## config.mk

```make
export PLATFORM = sky130hd
export DESIGN_NAME = decimate_start_sequencer
export DESIGN_NICKNAME = d
export VERILOG_FILES = /design/src/rtl/effects_pkg.sv /design/src/rtl/decimating_accumulator.sv /design/src/rtl/decimate_start_sequencer.sv
export SDC_FILE = /design/constraint.sdc
export NUM_CORES = 1
export LEC_CHECK = 0
export BUFFER_PORTS_ARGS = -buffer_cell sky130_fd_sc_hd__buf_2
export CAP_MARGIN = 5
export CORE_UTILIZATION = 50
export DETAILED_ROUTE_END_ITERATION = 6
export PLACE_DENSITY = 0.76
export SYNTH_ARGS = -nofsm -noshare
export SYNTH_HDL_FRONTEND = slang
export SYNTH_SLANG_ARGS = --single-unit
```

## constraint.sdc

```tcl
create_clock -name clock -period 2.25 [get_ports clock]
set_input_delay 0.1125 -clock clock [delete_from_list [all_inputs] [get_ports clock]]
set_output_delay 0.1125 -clock clock [all_outputs]
set_load 0.01 [all_outputs]
```

## src/rtl/effects_pkg.sv

```systemverilog
// Shared definitions for the codec/effect bridge: sample width, FSM states, default timeout.
package effects_pkg;

    localparam int SAMPLE_W        = 12;
    localparam int DEFAULT_TIMEOUT = 1024;

    typedef enum logic [2:0] {
        IDLE,
        ISSUE,
        ARM,
        WAIT,
        CAPTURE
    } state_t;

endpackage

```

## src/rtl/decimating_accumulator.sv

```systemverilog
// Sums DECIM codec samples and emits their average with a one-cycle avg_valid.
// Define ROUND_EN for round-half-up with positive saturation; default truncates toward -inf.
module decimating_accumulator
    import effects_pkg::*;
#(
    parameter int DECIM     = 2,
    parameter int LOG_DECIM = 1
) (
    input  logic                       clock,
    input  logic                       reset,
    input  logic                       ready,
    input  logic signed [SAMPLE_W-1:0] from_codec,
    output logic signed [SAMPLE_W-1:0] avg,
    output logic                       avg_valid
);

    localparam int ACC_W = SAMPLE_W + LOG_DECIM;
`ifdef ROUND_EN
    localparam int SUM_W = ACC_W + 1;
    localparam logic signed [SUM_W-1:0] ROUND_K = SUM_W'(1 << (LOG_DECIM - 1));
    localparam logic signed [SUM_W-1:0] SAT_MAX = SUM_W'(2 ** (SAMPLE_W - 1) - 1);
`else
    localparam int SUM_W = ACC_W;
`endif

    logic signed [ACC_W-1:0]     acc_q, acc_d;
    logic        [LOG_DECIM-1:0] phase_q, phase_d;
    logic signed [ACC_W-1:0]     raw;
    logic signed [SUM_W-1:0]     shifted;

    always_comb begin
        acc_d     = acc_q;
        phase_d   = phase_q;
        avg_valid = 1'b0;
        raw       = acc_q + ACC_W'(from_codec);
`ifdef ROUND_EN
        shifted = (SUM_W'(raw) + ROUND_K) >>> LOG_DECIM;
        if (shifted > SAT_MAX) begin
            avg = SAMPLE_W'(SAT_MAX);
        end else begin
            avg = SAMPLE_W'(shifted);
        end
`else
        shifted = raw >>> LOG_DECIM;
        avg     = SAMPLE_W'(shifted);
`endif
        if (ready) begin
            if (phase_q == LOG_DECIM'(DECIM - 1)) begin
                acc_d     = '0;
                phase_d   = '0;
                avg_valid = 1'b1;
            end else begin
                acc_d   = raw;
                phase_d = phase_q + LOG_DECIM'(1);
            end
        end
    end

    always_ff @(posedge clock or posedge reset) begin
        if (reset) begin
            acc_q   <= '0;
            phase_q <= '0;
        end else begin
            acc_q   <= acc_d;
            phase_q <= phase_d;
        end
    end

endmodule

```

## src/rtl/decimate_start_sequencer.sv

```systemverilog
// Bridges the codec sample strobe to the effect stage: decimate, start, wait for done, hold result.
// ROUND_EN (see decimating_accumulator) selects rounding of the decimated sample.
module decimate_start_sequencer
    import effects_pkg::*;
#(
    parameter int DECIM          = 2,
    parameter int LOG_DECIM      = 1,
    parameter int TIMEOUT_CYCLES = DEFAULT_TIMEOUT
) (
    input  logic                       clock,
    input  logic                       reset,
    input  logic                       ready,
    input  logic signed [SAMPLE_W-1:0] from_codec,
    input  logic                       clear_flags,
    output logic                       effect_start,
    output logic signed [SAMPLE_W-1:0] effect_sample,
    input  logic                       effect_done,
    input  logic signed [SAMPLE_W-1:0] effect_result,
    output logic signed [SAMPLE_W-1:0] to_codec,
    output logic                       busy,
    output logic                       overrun,
    output logic                       timeout
);

    localparam int TO_W = $clog2(TIMEOUT_CYCLES) + 1;

    logic signed [SAMPLE_W-1:0] avg;
    logic                       avg_valid;

    state_t                     state_q, state_d;
    logic signed [SAMPLE_W-1:0] effect_sample_q, effect_sample_d;
    logic signed [SAMPLE_W-1:0] to_codec_q, to_codec_d;
    logic                       overrun_q, overrun_d;
    logic                       timeout_q, timeout_d;
    logic        [TO_W-1:0]     tcnt_q, tcnt_d;

    decimating_accumulator #(
        .DECIM     (DECIM),
        .LOG_DECIM (LOG_DECIM)
    ) u_accum (
        .clock      (clock),
        .reset      (reset),
        .ready      (ready),
        .from_codec (from_codec),
        .avg        (avg),
        .avg_valid  (avg_valid)
    );

    always_comb begin
        state_d         = state_q;
        effect_sample_d = effect_sample_q;
        to_codec_d      = to_codec_q;
        overrun_d       = overrun_q;
        timeout_d       = timeout_q;
        tcnt_d          = tcnt_q;
        effect_start    = 1'b0;

        // Clear is applied first so a same-cycle set takes priority.
        if (clear_flags) begin
            overrun_d = 1'b0;
            timeout_d = 1'b0;
        end
        if (avg_valid && (state_q != IDLE)) begin
            overrun_d = 1'b1;
        end

        case (state_q)
            IDLE: begin
                if (avg_valid) begin
                    effect_sample_d = avg;
                    state_d         = ISSUE;
                end
            end
            ISSUE: begin
                effect_start = 1'b1;
                tcnt_d       = '0;
                state_d      = ARM;
            end
            ARM: begin
                state_d = WAIT;
            end
            WAIT: begin
                tcnt_d = tcnt_q + TO_W'(1);
                if (effect_done) begin
                    state_d = CAPTURE;
                end else if (tcnt_q == TO_W'(TIMEOUT_CYCLES - 1)) begin
                    timeout_d  = 1'b1;
                    to_codec_d = effect_sample_q;
                    state_d    = IDLE;
                end
            end
            CAPTURE: begin
                to_codec_d = effect_result;
                state_d    = IDLE;
            end
            default: begin
                state_d = IDLE;
            end
        endcase
    end

    always_ff @(posedge clock or posedge reset) begin
        if (reset) begin
            state_q         <= IDLE;
            effect_sample_q <= '0;
            to_codec_q      <= '0;
            overrun_q       <= 1'b0;
            timeout_q       <= 1'b0;
            tcnt_q          <= '0;
        end else begin
            state_q         <= state_d;
            effect_sample_q <= effect_sample_d;
            to_codec_q      <= to_codec_d;
            overrun_q       <= overrun_d;
            timeout_q       <= timeout_d;
            tcnt_q          <= tcnt_d;
        end
    end

    assign effect_sample = effect_sample_q;
    assign to_codec      = to_codec_q;
    assign overrun       = overrun_q;
    assign timeout       = timeout_q;
    assign busy          = (state_q != IDLE);

endmodule

```

After elaboration in Yosys (flattened, before gate mapping)

Cells that the tools add are included.

Flip-flop bits (word level): 54
Word-level logic and storage cells: 48
Input bits: 29
Output and inout bits: 28

Add/subtract/negate cells: 3
Equal/unequal tests: 9
Reduce and logical (&&, ||, !) cells: 9
Muxes and demuxes: 19

Operator list:

| operator                | count |
|---|---|
| $mux W12                | 2 |
| $pmux W12 S2            | 1 |
| $pmux W11 S2            | 1 |
| $add A13 B12 Y13        | 1 |
| $mux W13                | 1 |
| $pmux W3 S4             | 1 |
| $add A11 B1 Y11 const B | 1 |
| $eq A11 B10 Y1 const B  | 1 |
| $mux W1                 | 10 |
| $mux W3                 | 3 |
| $eq A3 B2 Y1 const B    | 2 |
| $ne A2 B2 Y1 const B    | 3 |
| $reduce_bool A2 Y1      | 3 |
| $reduce_and A2 Y1       | 2 |
| $eq A3 B1 Y1 const B    | 1 |
| $eq A3 B3 Y1 const B    | 1 |
| $logic_not A3 Y1        | 1 |
| $ne A3 B3 Y1 const B    | 1 |
| $reduce_and A3 Y1       | 1 |
| $reduce_bool A3 Y1      | 1 |
| $add A1 B1 Y1 const B   | 1 |
| $logic_and A1 B1 Y1     | 1 |

Depth between registers and ports, before layout

Gate-level depths: netlist of run 1.

Depth after elaboration: 4
Mapped depth: 9

Cells and area by module

From an unflattened synthesis of run 1, not the netlist that was laid out.

Cells, all modules: 295
Area, all modules: 3,079.2 um^2

By module, submodules not included:

| module                   | seq. area each (um^2) | instances | area each (um^2) | cells each |
|---|---|---|---|---|
| decimate_start_sequencer | 1,001.0               | 1         | 1,944.4          | 158 |
| decimating_accumulator   | 350.3                 | 1         | 1,134.8          | 137 |

Worst setup path before layout of run 1

OpenSTA, ideal clock, no wires.

Path type: register to register
From: register u_accum.acc_q[0]
To: register u_accum.acc_q[12]
Arrival time: 1,957 ps
Path slack: 167 ps
Buffers on the path: 0
Data required time: 2,124 ps
Cell stages (with the launch flop): 10
Cells stage by stage: dfrtp_1 -> ha_1 -> inv_1 -> fa_1 -> nand2b_1 -> a21o_1 -> a31oi_4 -> nor3_2 -> or2_0 -> a221o_1

Word-level cells in the longest chain between the ends: 2

Ends and longest elaborated chain:

| item                     | line                         | RTL |
|---|---|---|
| start: declaration       | decimating_accumulator.sv:26 | `logic signed [ACC_W-1:0] acc_q, acc_d;` |
| start signal: assignment | decimating_accumulator.sv:61 | `acc_q <= '0;` |
| start signal: assignment | decimating_accumulator.sv:64 | `acc_q <= acc_d;` |
| $add A13 B12 Y13         | decimating_accumulator.sv:35 | `raw = acc_q + ACC_W'(from_codec);` |
| $mux W13                 | decimating_accumulator.sv:48 | `if (phase_q == LOG_DECIM'(DECIM - 1)) begin` |

Every way passes these cells.
A chain may end at the register's enable or synchronous reset.

Worst setup path after layout of run 1

Same ends and word-level chain as after synthesis.

==> results of run 1 <==
==> cell type report <==
type	count	share of cell area, %
clock buffers	6	2.405
clock inverters	2	0.4738
inverters	12	1.312
multi-input cells	218	43.70
flip-flops and latches	54	39.36
well taps	72	2.624
repair buffers	63	10.13
==> worst register-to-register path: stages (launching register included) <==
cell,delay (ps)
dfrtp_1,370
ha_2,190
inv_2,40
fa_2,340
nand2b_4,150
a21o_1,220
a31oi_4,180
nor3_2,60
or2_0,210
a221o_1,300
==> per-layer routing <==
metal  vias to the layer above  part of all wire (%)  global-route usage, %
met5                         -                     0                      0
met4                         0                   1.2                  7.037
met3                         8                   5.4                  2.907
met2                        73                    47                  35.13
met1                      1130                    46                  30.80
li1                       1168                     -                      -
==> what timing repair did <==
action                                  CTS  global route
endpoints found under the setup margin    0             5
hold buffers                              1             0
gates resized for setup                   0             5
buffers inserted                          0             1
endpoints found under the hold margin    17             0
==> cells in the final DEF, fill, tap and decap left out, types with 5 or more instances in the layout <==
master / Yosys / routed
buf_2: 0 / 56
dfrtp_1: 54 / 54
nand2_1: 28 / 28
nor2_1: 27 / 27
a21oi_1: 26 / 25
o21ai_0: 22 / 22
mux2i_1: 14 / 14
ha_1: 13 / 12
inv_1: 12 / 10
nand3_1: 10 / 10
xor2_1: 7 / 7
o2bb2ai_1: 7 / 7
clkbuf_8: 0 / 6
a21o_1: 5 / 5
nor3_1: 5 / 5
buf_4: 1 / 5
==> worst max path at each step <==
stage | endpoint | cells after the start | slack, ps | from
floorplan | u_accum.acc_q[12] | 9 | 170 | u_accum.acc_q[0]
global placement | u_accum.acc_q[12] | 9 | 100 | u_accum.acc_q[0]
detailed placement | u_accum.acc_q[12] | 9 | 30 | u_accum.acc_q[0]
CTS | u_accum.acc_q[12] | 9 | 8 | u_accum.acc_q[0]
global route | u_accum.acc_q[12] | 9 | -10 | u_accum.acc_q[0]
finish | u_accum.acc_q[12] | 9 | 90 | u_accum.acc_q[0]
==> power breakdown <==
| group | switching, mW | leakage (nW) | internal (mW) |
|---|---|---|---|
| sequential | 0.332 | 0.676 | 1.37 |
| combinational | 1.17 | 0.996 | 0.877 |
| clock | 0.336 | 0.0478 | 0.254 |
| total | 1.83 | 1.72 | 2.50 |
==> per-stage QoR <==
stage	setup TNS (ps)	std cells	hold slack [ps]
finish	0	427	3.559
global route	-14.02	427	2.613
CTS	0	426	5.201
detailed placement	0	417	131.4
global placement	0	417	123.6
floorplan	0	297	218.0
==> kinds of logic (layout without fill, tap and decap cells) <==
| kind of cell | after synthesis | after routing |
|---|---|---|
| AO/OA/AOI/OAI | 81 | 81 |
| multiplexers | 17 | 17 |
| adder cells (fa/ha/maj) | 14 | 14 |
| AND/OR/NAND/NOR | 94 | 94 |
| XOR/XNOR | 12 | 12 |
| flip-flops | 54 | 54 |
| buffers and inverters | 25 | 83 |
==> flip-flops by register name, summed over array words and instances (netlist names) <==
name             cells
overrun              1
state_q              3
u_accum.acc_q       13
u_accum.phase_q      1
to_codec            12
timeout              1
tcnt_q              11
effect_sample       12
==> key figures, run 1 <==
Clocking
  • Clock tree buffer depth: 2
  • CTS buffer count: 5
  • # H-tree levels: 2
  • Clock sinks: 54
  • Worst-Skew Late Latency: between 300 and 400 ps
  • Root Buffer Master: clkbuf_8
  • Worst-path clk slew: 100 ps
  • CTS tree: yes

Worst setup path
  • Reg2Reg Setup Slack: between 80 and 90 ps
  • Worst path cell trace: ha_2 -> inv_2 -> fa_2 -> nand2b_4 -> a21o_1 -> a31oi_4 -> nor3_2 -> or2_0 -> a221o_1
  • CP max stage delay: 370 ps
  • Crit path max fanout: 3
  • Critical Path RT: 2450 ps
  • Crit path kind: flip-flop to flip-flop
  • Critical R2R Launch: u_accum.acc_q[0]
  • Critical path launch point type: flip-flop
  • Path depth of the worst reg2reg path: 9
  • Worst path arrival time: roughly 2400 ps
  • CP top delay family: compound AO/OA/AOI/OAI gates
  • R2R Path End: u_accum.acc_q[12]
  • Slowest cell on the critical path: dfrtp_1
  • Worst setup EP type: flip-flop
  • WP buf/inv: 1

Route
  • WL/cell: 15.08 um
  • Drc violations: 0
  • Antenna Nets Post-Route: 0
  • DR vias: roughly 2400
  • Initial DRT Pass Iterations: 4
  • Drt via density: 5.571
  • Initial drt markers: about 180
  • Routed Wire Length: 6439 um

Floorplan
  • Die H: 78.69 um
  • Num rows: 27
  • Ports: 57
  • Chip Width: 78.69 um
  • Initial Util: 52.75%
  • Die ar.: 6191 um^2
  • Core region area: 5574 um^2

Placement
  • Placed Instance Area: 3288 um^2
  • Buffers on Ports: between 50 and 60
  • DP HPWL: 4762 um
  • GP Congestion: 0.8237
  • DP Worst Slack: ~27 ps

Yosys
  • Yosys warns: 0
  • Largest family of logic cells by synthesized area: compound AO/OA/AOI/OAI gates
  • Register area share after synthesis: 45.96%
  • Mux share of post-synthesis cell area: 5.915%
  • Synth cell count leaders: dfrtp_1 (54), nand2_1 (28), nor2_1 (27)
  • Post-synth net total: 340
  • Largest area contributor in the netlist: dfrtp_1
  • Area contributors post-synth: dfrtp_1 (46%), ha_1 (5.5%), mux2i_1 (4.8%)
  • Syn Std Cell Area: 2940 um^2
  • Yosys cell types: 51
  • Most numerous cell in the Yosys netlist: dfrtp_1
  • Synth Flop Type: dfrtp_1
  • Adder-Cell Fraction of Synth Area: a little over 6%
  • Post-synthesis simple-gate area fraction: around 17%
  • EDFF count, synth: 0
  • Yosys top cell area share: 45.96%
  • Seq cells post-synth: 54
  • Post-synth ARST share: 100.0%
  • Synth Area in XOR/XNOR: 4.043%
  • Mapped Avg Cell Area: 9.900 um^2
  • Syn Inst Count: between 200 and 300
  • Post-synthesis compound-gate area fraction: 17.79%

Min path
  • HP Class: primary input to flip-flop
  • Worst Hold Endpoint: overrun
  • HP Start: clear_flags
  • Hold path cells: 2

STA
  • Slew margin rel.: between 40 and 50%
  • Fin. max-slew vios: 0
  • Clock Skews: 8.565 ps
  • Least-Margin Pin Slew: 820.9 ps
  • Final worst setup slack: 86.82 ps
  • RSZ-0062 raised after global routing: yes
  • Fmax: 462.3 MHz
  • Tmin final: roughly 2200 ps
  • Final setup viols: 0
  • Tcrit/Tclk final: about 96%
  • Fin. Hold Viols: 0

Finish
  • Multi-input logic area: 1500 um^2
  • Final Util: 61.59%
  • Synthesis-to-finish area growth: 16.77%
  • Fin nets: roughly 400
  • Share of layout cells above drive strength 1: 25.92%
  • Register area: 1351 um^2
  • Finished Cell Area: 3433 um^2
  • Fillers: roughly 480
  • Ant. Diodes: 0

Run status
  • Status: completed

GRT
  • Vias in the first global route: 2192
  • Total grt overflow: 0
  • Initial antenna violation count: 0
  • GRT Util Overall: a little over a fifth
  • First-pass GRT wire length: 10490 um
  • Pin count of the biggest net entering global routing: 25

Pwr
  • Power Dens Cells: 1263 nW/um^2
  • P_leak: 1.720 nW
  • Tot Pwr: 4.336 mW
  • Peak supply drop: 0.5513 mV

Run
  • Max Cap Viol: 0
Note: power is estimated with default switching activity, not from simulation.
==> run 2: changes to the inputs <==
PLACE_DENSITY = default   (was 0.76)
PLACE_DENSITY_LB_ADDON = 0.12   (was default)
==> run 2 against run 1 <==
Critical path depth stayed put. Clock power is 11% higher. Sequential cell count is the same. Die area unchanged. Final area grew 0.80%. Via count shrank 2.8%. Non-clock buffer count up 2. Global-route usage down 0.24 points. Routed wire length fell by 5.9%. Register-to-register slack about the same. Maximum frequency grew 0.60%. Clock skew up 2.4 ps.
==> key figures, run 2 (synthesized netlist as in run 1, its figures left out) <==
Run status
  • Status: completed

Placement
  • Buffers on Ports: 56 (unchanged)
  • DP HPWL: 4671 um (-1.9%)
  • Placed Cells: 418 (+0.24%)
  • DP Worst Slack: 21.80 ps (-5.426 ps)
  • GP Congestion: 0.9399 (+14%)

Worst setup path
  • Worst path cell trace: ha_1 -> inv_1 -> fa_2 -> nand2b_4 -> a21o_1 -> a31oi_4 -> nor3_2 -> or2_0 -> a221o_1
  • Crit path kind: flip-flop to flip-flop
  • Crit path max fanout: 3 (unchanged)
  • CP top delay family: compound AO/OA/AOI/OAI gates
  • Critical Path RT: 2440 ps (about the same)
  • Worst setup EP type: flip-flop
  • Slowest cell on the critical path: dfrtp_1
  • CP max stage delay: 360 ps (about the same)
  • Critical path launch point type: flip-flop
  • Number of cells on the critical path: 9 (unchanged)
  • Worst path arrival time: 2340 ps (-20 ps)
  • Path depth of the worst reg2reg path: 9 (unchanged)
  • Reg2Reg Setup Slack: 100 ps (about the same)
  • Critical R2R Launch: u_accum.acc_q[0]
  • WP buf/inv: 1 (unchanged)
  • R2R Path End: u_accum.acc_q[12]
  • Worst Setup SP: u_accum.acc_q[0]
  • Worst Setup EP: u_accum.acc_q[12]

Clocking
  • Worst-Skew Late Latency: 300 ps (about the same)
  • # H-tree levels: 2 (unchanged)
  • CTS buffer count: 5 (unchanged)
  • CTS tree: yes
  • Root Buffer Master: clkbuf_8
  • Worst-path clk slew: 100 ps (about the same)
  • Clock sinks: 54 (unchanged)
  • Clock tree buffer depth: 2 (unchanged)

Route
  • Antenna Nets Post-Route: 0 (unchanged)
  • WL/cell: 14.13 um (-6.3%)
  • DR vias: 2313 (-2.8%)
  • Initial DRT Pass Iterations: 4 (unchanged)
  • Routed Wire Length: 6060 um (-5.9%)
  • Drt via density: 5.392 (-3.2%)
  • Drc violations: 0 (unchanged)
  • Initial drt markers: 91 (-49%)

STA
  • RSZ-0062 raised after global routing: yes
  • Final setup viols: 0 (unchanged)
  • Least-Margin Pin Slew: 535.3 ps (-285.7 ps)
  • Final worst setup slack: 99.72 ps (+12.90 ps)
  • Tmin final: 2150 ps (-12.89 ps)
  • Fmax: 465.1 MHz (+0.60%)
  • Clock Skews: 11.00 ps (+2.433 ps)
  • Fin. max-slew vios: 0 (unchanged)
  • Tcrit/Tclk final: 95.57% (-0.57 points)
  • Slew margin rel.: 64.26% (+19 points)
  • Fin. Hold Viols: 0 (unchanged)
  • Setup TNS Final: 0 ps (unchanged)

Pwr
  • Peak supply drop: 0.6863 mV (+24%)
  • Switching pwr: 1.790 mW (-2.5%)
  • Sequential share of power: 38.2% (-1.1 points)
  • Tot Pwr: 4.395 mW (+1.4%)
  • Sw frac: 40.72% (-1.6 points)
  • Comb power frac: 46.8% (-0.3 points)
  • Clk network pwr share: 14.9% (+1.3 points)
  • Pint: 2.605 mW (+4.2%)
  • Power Dens Cells: 1270 nW/um^2 (+0.56%)
  • P_leak: 1.738 nW (+1.0%)

Finish
  • Commonest non-fill, non-tap cell in the layout: buf_2
  • Ant. Diodes: 0 (unchanged)
  • Largest Register: u_accum.acc_q
  • Most frequent cells in the layout: buf_2 (56), dfrtp_1 (54), nand2_1 (28)
  • Share of layout cells above drive strength 1: 25.49% (-0.43 points)
  • Fin nets: 399 (+0.50%)
  • Max reg flops: 13 (unchanged)
  • Post-route insts no fill: 429 (+0.47%)
  • Synthesis-to-finish area growth: 17.70%

Floorplan
  • Die ar.: 6191 um^2 (unchanged)
  • Num rows: 27 (unchanged)
  • Chip Width: 78.69 um (unchanged)
  • Die H: 78.69 um (unchanged)
  • Core region area: 5574 um^2 (unchanged)
  • Ports: 57 (unchanged)
  • Initial Util: 52.75% (unchanged)

Run
  • Max Cap Viol: 0 (unchanged)

GRT
  • Total grt overflow: 0 (unchanged)
  • First-pass GRT wire length: 10530 um (+0.39%)
  • Pin count of the biggest net entering global routing: 32 (+28%)
  • Initial antenna violation count: 0 (unchanged)
  • Vias in the first global route: 2249 (+2.6%)
  • GRT Util Overall: 21.70% (-0.24 points)

Min path
  • HP Class: primary input to flip-flop
run 2: changes by cell type in the layout (fill, tap and decap cells not counted), sizes merged:
cell | previous run | this run
clkbuf | 6 | 5
buf | 62 | 63
clkinvlp | 1 | 0
clkinv | 0 | 1
dlygate4sd3 | 1 | 2
bufinv | 0 | 1
run 2: worst min path at each step:
stage                          start  slack [ps]     endpoint  cells after the start
floorplan                clear_flags         220      overrun                      1
global placement               reset         190  to_codec[0]                      2
detailed placement             reset         190  to_codec[0]                      2
CTS                 effect_result[3]          40  to_codec[3]                      3
global route        effect_result[2]          50  to_codec[2]                      3
finish              effect_result[5]          50  to_codec[5]                      3
run 2: timing repair:
| item | in CTS | in global routing |
|---|---|---|
| gates resized for setup | 0 | 3 |
| hold endpoints to repair | 24 | 0 |
| buffers inserted | 0 | 1 |
| hold buffers | 2 | 0 |
| endpoints found under the setup margin | 0 | 3 |
run 2: area by class of cell:
cell class | instances | area, um^2
clock buffer | 5 | 68.82
clock inverter | 3 | 43.79
fill | 493 | 2113
inverter | 12 | 45.04
multi-input combinational | 218 | 1496
sequential | 54 | 1351
tap | 72 | 90.09
timing repair buffer | 65 | 365.4
run 2: routing by layer:
metal  routed length, um  GRT usage (%)
met5                   0              0
met4                  27          4.630
met3                 237          3.372
met2                2841          34.43
met1                2953          31.34
run 2: worst reg2reg max path: cells and delay by family, from the launching register on:
family | cells | cell delay [ps]
fa+ha+maj | 2 | 510
buf+inv | 1 | 60
compound gates | 3 | 700
simple gates | 3 | 420
flops | 1 | 360
run 2: stage by stage:
stage | util (%) | hold WS (ps) | instance area, um^2
after floorplan | - | 218.0 | 2940
after global placement | 59.35 | 193.7 | 3308
after detailed placement | 59.35 | 187.9 | 3308
after CTS | 61.73 | 39.18 | 3441
after global routing | 62.09 | 45.74 | 3461
final | 62.09 | 48.30 | 3461
run 2: power by group through the flow:
stage                     combinational, mW  clock [mW]  sequential (mW)
after floorplan                        1.37           0             1.72
after global placement                 1.99           0             1.68
after detailed placement               2.04           0             1.70
after CTS                              2.05       0.674             1.68
after global routing                   2.33       0.706             1.74
final                                  2.06       0.656             1.68
==> run 3: changes to the inputs <==
==> constraint.sdc (replaced) <==
create_clock -name clock -period 2.25 [get_ports clock]
set_input_delay 0.3375 -clock clock [delete_from_list [all_inputs] [get_ports clock]]
set_output_delay 0.3375 -clock clock [all_outputs]
set_load 0.01 [all_outputs]
==> run 3 against run 2 <==
Global-route usage rose by 0.32 points. Total power down 1.0%. Combinational power rose by 2%. Clock skew fell by 3.7 ps. Final cell count rose by 0.23%. Sequential share of layout area is 0.16 points higher. Via count rose by 1.2%. Register-to-register slack barely moved. Critical path depth did not move. Critical endpoint unchanged.
==> key figures, run 3 (synthesized netlist as in run 1, its figures left out) <==
GRT
  • GRT Util Overall: 22.02% (+0.32 points)
  • Initial antenna violation count: 0 (unchanged)
  • Total grt overflow: 0 (unchanged)
  • Vias in the first global route: 2203 (-2.0%)
  • Pin count of the biggest net entering global routing: 55 (+72%)
  • First-pass GRT wire length: 10530 um (unchanged)

STA
  • Clock Skews: 7.255 ps (-3.744 ps)
  • Fin. Hold Viols: 0 (unchanged)
  • Least-Margin Pin Slew: 432.9 ps (-102.4 ps)
  • Fin. max-slew vios: 0 (unchanged)
  • Tcrit/Tclk final: 95.78% (+0.21 points)
  • Fmax: 464.0 MHz (-0.22%)
  • Tmin final: 2155 ps (+4.720 ps)
  • Final setup viols: 0 (unchanged)
  • Slew margin rel.: 71.11% (+6.8 points)
  • Hold Slack: 54.61 ps (+6.316 ps)
  • RSZ-0062 raised after global routing: no

Clocking
  • CTS Hold Bufs: 0 (-2)
  • Clock sinks: 54 (unchanged)
  • Worst-Skew Late Latency: 310 ps (about the same)
  • Worst-path clk slew: 100 ps (about the same)
  • Root Buffer Master: clkbuf_8
  • CTS buffer count: 5 (unchanged)
  • # H-tree levels: 2 (unchanged)
  • CTS tree: yes
  • Clock tree buffer depth: 2 (unchanged)

Worst setup path
  • Crit path kind: flip-flop to flip-flop
  • Worst setup EP type: flip-flop
  • Critical path launch point type: flip-flop
  • Critical Path RT: 2450 ps (about the same)
  • Crit path max fanout: 3 (unchanged)
  • Worst path arrival time: 2350 ps (about the same)

Run
  • Max Cap Viol: 0 (unchanged)

Min path
  • HP Class: primary input to asynchronous set/reset pin

Route
  • Drt via density: 5.442 (+0.93%)
  • Antenna Nets Post-Route: 0 (unchanged)
  • Routed Wire Length: 6243 um (+3.0%)
  • Initial DRT Pass Iterations: 4 (unchanged)
  • Drc violations: 0 (unchanged)
  • WL/cell: 14.52 um (+2.8%)
  • Initial drt markers: 152 (+67%)
  • DR vias: 2340 (+1.2%)

Floorplan
  • Ports: 57 (unchanged)
  • Chip Width: 78.69 um (unchanged)
  • Num rows: 27 (unchanged)
  • Die H: 78.69 um (unchanged)
  • Die ar.: 6191 um^2 (unchanged)
  • Core region area: 5574 um^2 (unchanged)
  • Initial Util: 52.75% (unchanged)

Finish
  • Register area: 1351 um^2 (unchanged)
  • Fin nets: 400 (+0.25%)
  • Fillers: 508 (+3.0%)
  • Max reg flops: 13 (unchanged)
  • Largest Register: u_accum.acc_q
  • Commonest non-fill, non-tap cell in the layout: buf_2
  • Multi-input logic area: 1499 um^2 (+0.17%)
  • Finished Cell Area: 3447 um^2 (-0.40%)
  • Share of layout cells above drive strength 1: 26.54% (+1.0 points)
  • Synthesis-to-finish area growth: 17.23%
  • Most frequent cells in the layout: buf_2 (56), dfrtp_1 (54), nand2_1 (28)
  • Ant. Diodes: 0 (unchanged)

Placement
  • Placed Instance Area: 3331 um^2 (+0.68%)
  • Buffers on Ports: 56 (unchanged)
  • GP Congestion: 0.8832 (-6.0%)
  • DP HPWL: 4686 um (+0.33%)

Pwr
  • P_leak: 1.728 nW (-0.58%)
  • Peak supply drop: 0.6058 mV (-12%)
  • Power Dens Cells: 1262 nW/um^2 (-0.63%)

Run status
  • Status: completed
==> run 3: critical path: stages (launching register included) <==
cell,delay [ps]
dfrtp_1,370
ha_2,180
inv_1,50
fa_2,330
nand2b_4,150
a21o_1,230
a31oi_4,180
nor3_2,60
or2_0,200
a221o_1,290
==> run 3: through the flow <==
step | utilization (%) | setup slack (ps) | TNS, ps | power [mW] | instances
floorplan | - | 164.0 | 0 | 3.089 | 297
global placement | 59.75 | 25.39 | 0 | 3.736 | 421
detailed placement | 59.75 | -16.33 | -16.33 | 3.794 | 421
CTS | 61.44 | 42.60 | 0 | 4.360 | 429
global route | 61.84 | 2.896 | 0 | 4.727 | 430
finish | 61.84 | 95.00 | 0 | 4.350 | 430
==> run 3: report_power, final <==
part	switching, mW	internal, mW
logic	1.17	0.925
clock network	0.333	0.225
registers	0.323	1.37
total	1.83	2.52
==> run 3: layer usage <==
layer | up-vias | global-route usage (%) | routed length, um
li1 | 1177 | - | -
met1 | 1113 | 32.53 | 3134
met2 | 46 | 33.48 | 2835
met3 | 4 | 3.605 | 230
met4 | 0 | 5.741 | 42
met5 | - | 0 | 0
==> run 3: path summary, 6_finish.rpt <==
check,start,endpoint,slack [ps],cells after the start
worst max-delay path,u_accum.acc_q[0],u_accum.acc_q[12],90,9
worst min-delay path,reset,to_codec[0],50,3
worst max register to register,u_accum.acc_q[0],u_accum.acc_q[12],90,9
worst min register to register,u_accum.acc_q[6],u_accum.acc_q[6],500,1
max in group asynchronous,reset,effect_sample[9],1950,3
min in group clock,clear_flags,overrun,220,2
==> run 3: repair_timing <==
action,in CTS,in global routing
setup buffers,0,1
gates resized for setup,0,4
endpoints found under the setup margin,0,2
==> run 3: layout make-up <==
| class | count | share of cell area (%) |
|---|---|---|
| Multi-Input combinational cell | 218 | 43.48 |
| Sequential cell | 54 | 39.20 |
| Timing Repair Buffer | 66 | 10.67 |
| Tap cell | 72 | 2.613 |
| Clock buffer | 5 | 1.996 |
| Inverter | 12 | 1.307 |
| Clock inverter | 3 | 0.7260 |
